<file path="src/rtl/mips_pkg.sv">
// Shared types and constants for the MIPS instruction-fetch front end.
package mips_pkg;

  localparam int unsigned INSTR_W = 32;
  localparam int unsigned PC_W    = 32;

  localparam logic [PC_W-1:0]    DEFAULT_RESET_PC = 32'h0000_0000;
  localparam logic [INSTR_W-1:0] NOP              = 32'h0000_0000;

  typedef enum logic [1:0] {
    IDLE,
    WAIT,
    DROP
  } fetch_state_e;

  typedef struct packed {
    logic [PC_W-1:0]    pc;
    logic [INSTR_W-1:0] instr;
  } fetch_entry_t;

endpackage

</file>
<file path="src/rtl/fetch_queue.sv">
// Circular prefetch FIFO of {pc, instr} entries with synchronous flush.
module fetch_queue
  import mips_pkg::*;
#(
  parameter  int unsigned DEPTH = 2,
  localparam int unsigned PTR_W = $clog2(DEPTH),
  localparam int unsigned CNT_W = PTR_W + 1
) (
  input  logic               clk_i,
  input  logic               rst_ni,
  input  logic               push_i,
  input  logic               pop_i,
  input  logic               flush_i,
  input  fetch_entry_t       wdata_i,
  output fetch_entry_t       rdata_o,
  output logic [CNT_W-1:0]   count_o,
  output logic               full_o,
  output logic               empty_o
);

  localparam fetch_entry_t ENTRY_RST = '{pc: '0, instr: NOP};

  fetch_entry_t           mem_q [DEPTH];
  logic [PTR_W-1:0]       rd_ptr_q, rd_ptr_d;
  logic [PTR_W-1:0]       wr_ptr_q, wr_ptr_d;
  logic [CNT_W-1:0]       count_q, count_d;
  logic                   push_ok, pop_ok;

  assign full_o  = (count_q == CNT_W'(DEPTH));
  assign empty_o = (count_q == '0);
  assign count_o = count_q;
  assign rdata_o = mem_q[rd_ptr_q];

  assign push_ok = push_i && !full_o;
  assign pop_ok  = pop_i && !empty_o;

  // Pointer/count update; flush wins over push and pop.
  always_comb begin
    rd_ptr_d = rd_ptr_q;
    wr_ptr_d = wr_ptr_q;
    count_d  = count_q;
    if (flush_i) begin
      rd_ptr_d = '0;
      wr_ptr_d = '0;
      count_d  = '0;
    end else begin
      if (push_ok) wr_ptr_d = wr_ptr_q + PTR_W'(1);
      if (pop_ok)  rd_ptr_d = rd_ptr_q + PTR_W'(1);
      if (push_ok && !pop_ok)      count_d = count_q + CNT_W'(1);
      else if (!push_ok && pop_ok) count_d = count_q - CNT_W'(1);
    end
  end

  always_ff @(posedge clk_i or negedge rst_ni) begin
    if (!rst_ni) begin
      rd_ptr_q <= '0;
      wr_ptr_q <= '0;
      count_q  <= '0;
      mem_q    <= '{default: ENTRY_RST};
    end else begin
      rd_ptr_q <= rd_ptr_d;
      wr_ptr_q <= wr_ptr_d;
      count_q  <= count_d;
      if (push_ok && !flush_i) mem_q[wr_ptr_q] <= wdata_i;
    end
  end

endmodule

</file>
<file path="src/rtl/fetch_unit.sv">
// Instruction-fetch front end: PC, single-outstanding imem requests and
// a prefetch queue presented to the decode stage.
module fetch_unit
  import mips_pkg::*;
#(
  parameter logic [PC_W-1:0] RESET_PC = DEFAULT_RESET_PC,
  parameter int unsigned     DEPTH    = 2
) (
  input  logic               clk_i,
  input  logic               rst_ni,
  output logic               imem_req_o,
  output logic [PC_W-1:0]    imem_addr_o,
  input  logic               imem_rvalid_i,
  input  logic [INSTR_W-1:0] imem_rdata_i,
  input  logic               redirect_i,
  input  logic [PC_W-1:0]    redirect_pc_i,
  input  logic               stall_i,
  output logic               if_valid_o,
  output logic [PC_W-1:0]    if_pc_o,
  output logic [PC_W-1:0]    if_pc4_o,
  output logic [INSTR_W-1:0] if_instr_o
);

  localparam int unsigned CNT_W = $clog2(DEPTH) + 1;

  fetch_state_e     state_q, state_d;
  logic [PC_W-1:0]  fetch_pc_q, fetch_pc_d;
  logic [PC_W-1:0]  issue_pc_q, issue_pc_d;
  logic             issue, push, pop, flush;
  logic [CNT_W-1:0] q_count;
  logic             q_full, q_empty;
  fetch_entry_t     head, wentry;

  assign wentry = '{pc: issue_pc_q, instr: imem_rdata_i};

  // Next-state, issue and queue control; redirect overrides everything.
  always_comb begin
    state_d    = state_q;
    fetch_pc_d = fetch_pc_q;
    issue_pc_d = issue_pc_q;
    issue      = 1'b0;
    push       = 1'b0;
    flush      = 1'b0;
    if (redirect_i) begin
      flush      = 1'b1;
      fetch_pc_d = {redirect_pc_i[PC_W-1:2], 2'b00};
      // A response landing in the redirect cycle is the stale one: discard it now.
      if (state_q != IDLE) state_d = imem_rvalid_i ? IDLE : DROP;
    end else begin
      unique case (state_q)
        IDLE: begin
          if (q_count < CNT_W'(DEPTH)) begin
            issue      = 1'b1;
            issue_pc_d = fetch_pc_q;
            fetch_pc_d = fetch_pc_q + PC_W'(4);
            state_d    = WAIT;
          end
        end
        WAIT: begin
          if (imem_rvalid_i) begin
            push    = !q_full;
            state_d = IDLE;
          end
        end
        DROP: begin
          if (imem_rvalid_i) state_d = IDLE;
        end
        default: state_d = IDLE;
      endcase
    end
  end

  always_ff @(posedge clk_i or negedge rst_ni) begin
    if (!rst_ni) begin
      state_q    <= IDLE;
      fetch_pc_q <= RESET_PC;
      issue_pc_q <= RESET_PC;
    end else begin
      state_q    <= state_d;
      fetch_pc_q <= fetch_pc_d;
      issue_pc_q <= issue_pc_d;
    end
  end

  // The request pulse is quiet while reset is held.
  assign imem_req_o  = issue && rst_ni;
  assign imem_addr_o = fetch_pc_q;

  assign if_valid_o = !q_empty && !redirect_i;
  assign pop        = if_valid_o && !stall_i;
  assign if_pc_o    = head.pc;
  assign if_pc4_o   = head.pc + PC_W'(4);
  assign if_instr_o = head.instr;

  fetch_queue #(
    .DEPTH (DEPTH)
  ) u_queue (
    .clk_i   (clk_i),
    .rst_ni  (rst_ni),
    .push_i  (push),
    .pop_i   (pop),
    .flush_i (flush),
    .wdata_i (wentry),
    .rdata_o (head),
    .count_o (q_count),
    .full_o  (q_full),
    .empty_o (q_empty)
  );

endmodule

</file>
<file path="config.mk">
export PLATFORM = sky130hd
export DESIGN_NAME = fetch_unit
export DESIGN_NICKNAME = d
export VERILOG_FILES = /design/src/rtl/mips_pkg.sv /design/src/rtl/fetch_queue.sv /design/src/rtl/fetch_unit.sv
export SDC_FILE = /design/constraint.sdc
export NUM_CORES = 1
export LEC_CHECK = 0
export BUFFER_PORTS_ARGS = -buffer_cell sky130_fd_sc_hd__buf_2
export CORE_UTILIZATION = 55
export CTS_CLUSTER_DIAMETER = 150
export DETAILED_ROUTE_END_ITERATION = 10
export PLACE_DENSITY = 0.92
export SETUP_SLACK_MARGIN = 0.15
export SLEW_MARGIN = 10
export SYNTH_ARGS = -nofsm -noshare
export SYNTH_HDL_FRONTEND = slang
export SYNTH_SLANG_ARGS = --single-unit
export TNS_END_PERCENT = 1
</file>
<file path="constraint.sdc">
create_clock -name clk_i -period 4 [get_ports clk_i]
set_input_delay 0.4 -clock clk_i [delete_from_list [all_inputs] [get_ports clk_i]]
set_output_delay 0.4 -clock clk_i [all_outputs]
set_load 0.1 [all_outputs]
</file>
==> impl_summary.md <==
Route
The total via count after detailed routing is 6525. Detailed routing placed a total of 869 µm of wire on met3. After detailed routing, the number of vias per cell comes to 5.61. In the routed design, unresolved DRC markers number 0.

The iteration count of the initial detailed-routing pass is 5. For this block, wires on met1 add up to ~9500 µm. Summed over all layers, the routed wires come to 21400 µm. Summed over all nets, wire length on met2 after detailed routing comes to 10400 µm.

The violation count after the first detailed-routing iteration is ~410. The post-detailed-route wirelength per cell is about 18 µm. In this run the top signal layer used is met4. The post-detailed-route count of antenna-violating nets is 0.

Worst setup path
The worst endpoint data arrival time is 3.22 ns. Counting cells, the worst reg-to-reg path comes to 7. The required time at the endpoint of the critical path is roughly 3.6 ns. The capturing element type of the critical path is an output pin. The startpoint identified for the worst register-to-register timing path is state_q[0]. By startpoint and endpoint, the worst setup path is classified as flop to output pin. The worst register-to-register path has a setup slack of 1.62 ns. The kind of start point of the critical path is a flop.

In this run the worst path has a maximum fanout of 8. The endpoint of the worst-slack reg-to-reg timing path is imem_addr_o[28].

Cells and area
Of the cells placed in the final design, the portion with a size suffix greater than 1 is 0.498. The number of standard cells in the layout, taps in and fillers out is 1164. The finished cells cover ~0.011 mm². In the layout the commonest cells are sky130_fd_sc_hd__mux2_2, sky130_fd_sc_hd__dfrtp_1, sky130_fd_sc_hd__buf_2. In the final design database the tool counted 1005 nets. Compared with the post-synthesis result, the final layout area differs by 22.9%.

The commonest non-fill, non-tap cell in the layout is sky130_fd_sc_hd__mux2_2.

CTS
The maximum buffer depth of the clock tree is 2. The number of setup buffers added after CTS is 0. Clock tree synthesis inserted a total of 17 buffers. Clock-pin slew was measured on the worst setup and hold paths at 0.07 ns.

The H-tree was split into 4 levels. Counting every sink on the clock net gives 190. At the later pin of the worst-skew pair, clock insertion delay measures 0.43 ns. Clock tree synthesis selected as its root buffer the cell sky130_fd_sc_hd__clkbuf_16. The TritonCTS clock tree is done.

Timing
At the pin with the least slew margin, the transition time is between 0.7 and 0.8 ns. The headroom to the max-slew limit is 0.507. Adding up every negative setup slack in the final design gives 0 ns.

The final-report max-slew violation count is 0. The least setup slack across all paths after layout is 0.382 ns. The top achievable clock speed is approximately 0.28 GHz.

The clock arrives with between 0.007 and 0.008 ns of skew. The smallest clock period supported by the final layout is computed as approximately 3.6 ns. In the finished design, the share of the clock period the worst path needs comes to 0.904. The total setup violations reported at the end of the flow is 0. Setup repair after global routing left no endpoint under its margin. The final hold violation count is 0.

Job
The tool flagged a number of max-cap violations equal to 0.

Place
Summing all placed instances gives a cell area of 0.0108 mm². The HPWL after detailed placement is roughly 15000 µm. The count of buffers from port buffering is 190.

At the placement stage, the worst setup path has a slack of 0.672 ns. The last weighted congestion value of the routability-driven placer is 0.868. After detailed placement, the design holds a cell count of 1132.

Yosys
Synthesis instantiated 58 different standard cells from the library. After synthesis, the share of flip-flops with an asynchronous set or reset is 1.00. The flop and latch count out of synthesis is 190.

The sequential cell area fraction in the yosys report is 0.508. The top flip-flop cell by instance count after synthesis is sky130_fd_sc_hd__dfrtp_1. In this run, synthesis inferred 0 flip-flops with an integrated enable. Yosys printed 0 warnings. In this run the mean area of a mapped cell was 12.5 µm².

The synthesized cell area is 0.00935 mm². The synthesized netlist cell count is ~750.

Global route
The leftover overflow at the end of global routing is 0. The wire length of the first global-routing pass is 34400 µm. The number of antenna violations at the first check in global routing was 1. The largest net degree at the start of global routing is 118. For this run, the total global-route usage over all layers was measured as 0.252. The via count of the first global-routing pass is ~6600.

Die
From left edge to right edge, the die measures 132 µm. The floorplan step defined a die boundary enclosing 0.0175 mm². The floorplan has between 40 and 50 rows.

The core region is 0.0166 mm². The die is 132 µm tall. For this configuration, the core starts out at a cell density of 0.564.

The boundary pin count is 199.

Worst hold path
For hold timing, the worst endpoint is imem_addr_o[18]. The count of cells along the worst hold path is 3. The path class of the tightest hold or removal check is primary input to flop. The source of the worst hold timing path is redirect_pc_i[18].

Outcome
The run finished with clean final reports.
flip-flops by register name, summed over array words and instances (netlist names):
name / count
u_queue.mem_q: 124
imem_addr_o: 30
issue_pc_q: 30
state_q: 2
u_queue.count_o: 2
u_queue.rd_ptr_q: 1
u_queue.wr_ptr_q: 1
critical path, stage by stage (launching register included):
cell	delay, ns
sky130_fd_sc_hd__dfrtp_4	0.52
sky130_fd_sc_hd__nand2b_1	0.15
sky130_fd_sc_hd__and2_4	0.16
sky130_fd_sc_hd__clkinvlp_4	0.08
sky130_fd_sc_hd__ha_4	0.16
sky130_fd_sc_hd__nand4_1	0.13
sky130_fd_sc_hd__a21oi_1	0.42
sky130_fd_sc_hd__o2111ai_2	0.35
sky130_fd_sc_hd__nor4_2	0.44
sky130_fd_sc_hd__xnor2_4	0.18
sky130_fd_sc_hd__buf_12	0.19
through the flow:
step | util | hold WS [ns]
after floorplan | - | 0.104
after global placement | 0.652 | 0.443
after detailed placement | 0.652 | 0.458
after CTS | 0.692 | 0.161
after global routing | 0.693 | 0.174
final | 0.693 | 0.171
worst max-delay path by stage:
stage	startpoint	to	slack [ns]	cells after the start
floorplan	u_queue.rd_ptr_q	if_pc4_o[30]	0.04	14
global placement	u_queue.rd_ptr_q	if_pc4_o[22]	0.78	7
detailed placement	u_queue.rd_ptr_q	if_pc4_o[24]	0.67	7
CTS	u_queue.rd_ptr_q	if_pc4_o[24]	0.22	7
global route	u_queue.rd_ptr_q	if_pc4_o[30]	0.17	10
finish	u_queue.rd_ptr_q	if_pc4_o[30]	0.38	10
cells in the mapped netlist, types with 9 or more instances:
master                       n  area [µm²]
sky130_fd_sc_hd__mux2_2    196        2210
sky130_fd_sc_hd__dfrtp_1   190        4750
sky130_fd_sc_hd__nand2_1    52         195
sky130_fd_sc_hd__o21ai_0    34         170
sky130_fd_sc_hd__xor2_1     31         272
sky130_fd_sc_hd__xnor2_1    25         219
sky130_fd_sc_hd__buf_2      23         115
sky130_fd_sc_hd__nor2_1     21        78.8
sky130_fd_sc_hd__inv_1      17        63.8
sky130_fd_sc_hd__nand3_1    17        85.1
sky130_fd_sc_hd__nand4_1    17         106
sky130_fd_sc_hd__mux2i_1    13         130
sky130_fd_sc_hd__clkbuf_1    9        33.8
layout make-up:
| cell class | instances | area, µm² |
|---|---|---|
| Antenna cell | 1 | 2.50 |
| Clock buffer | 20 | 467 |
| Clock inverter | 10 | 186 |
| Fill cell | 1134 | 5090 |
| Inverter | 17 | 67.6 |
| Multi-Input combinational cell | 504 | 4610 |
| Sequential cell | 190 | 4760 |
| Tap cell | 220 | 275 |
| Timing Repair Buffer | 202 | 1130 |
repair_timing:
action	4_1_cts	5_1_grt
hold endpoints to repair	7	0
resized for setup	0	2
hold buffers	1	0
endpoints found under the setup margin	0	3
logic make-up after synthesis:
kind of cell | Yosys count | share of synthesized area
multiplexers | 215 | 0.257
adder cells (fa/ha/maj) | 4 | 0.00535
buffers and inverters | 59 | 0.0325
flip-flops | 190 | 0.508
other | 1 | 0.000401
XOR/XNOR | 56 | 0.0525
AO/OA/AOI/OAI | 60 | 0.0436
AND/OR/NAND/NOR | 163 | 0.100
per-layer routing:
metal	track usage	vias up
li1	-	3006
met1	0.349	3280
met2	0.395	192
met3	0.0408	47
met4	0.107	0
met5	0	-
Power is not shown: default switching activity piles up to over one toggle a cycle in this logic, so the estimate is an artifact.
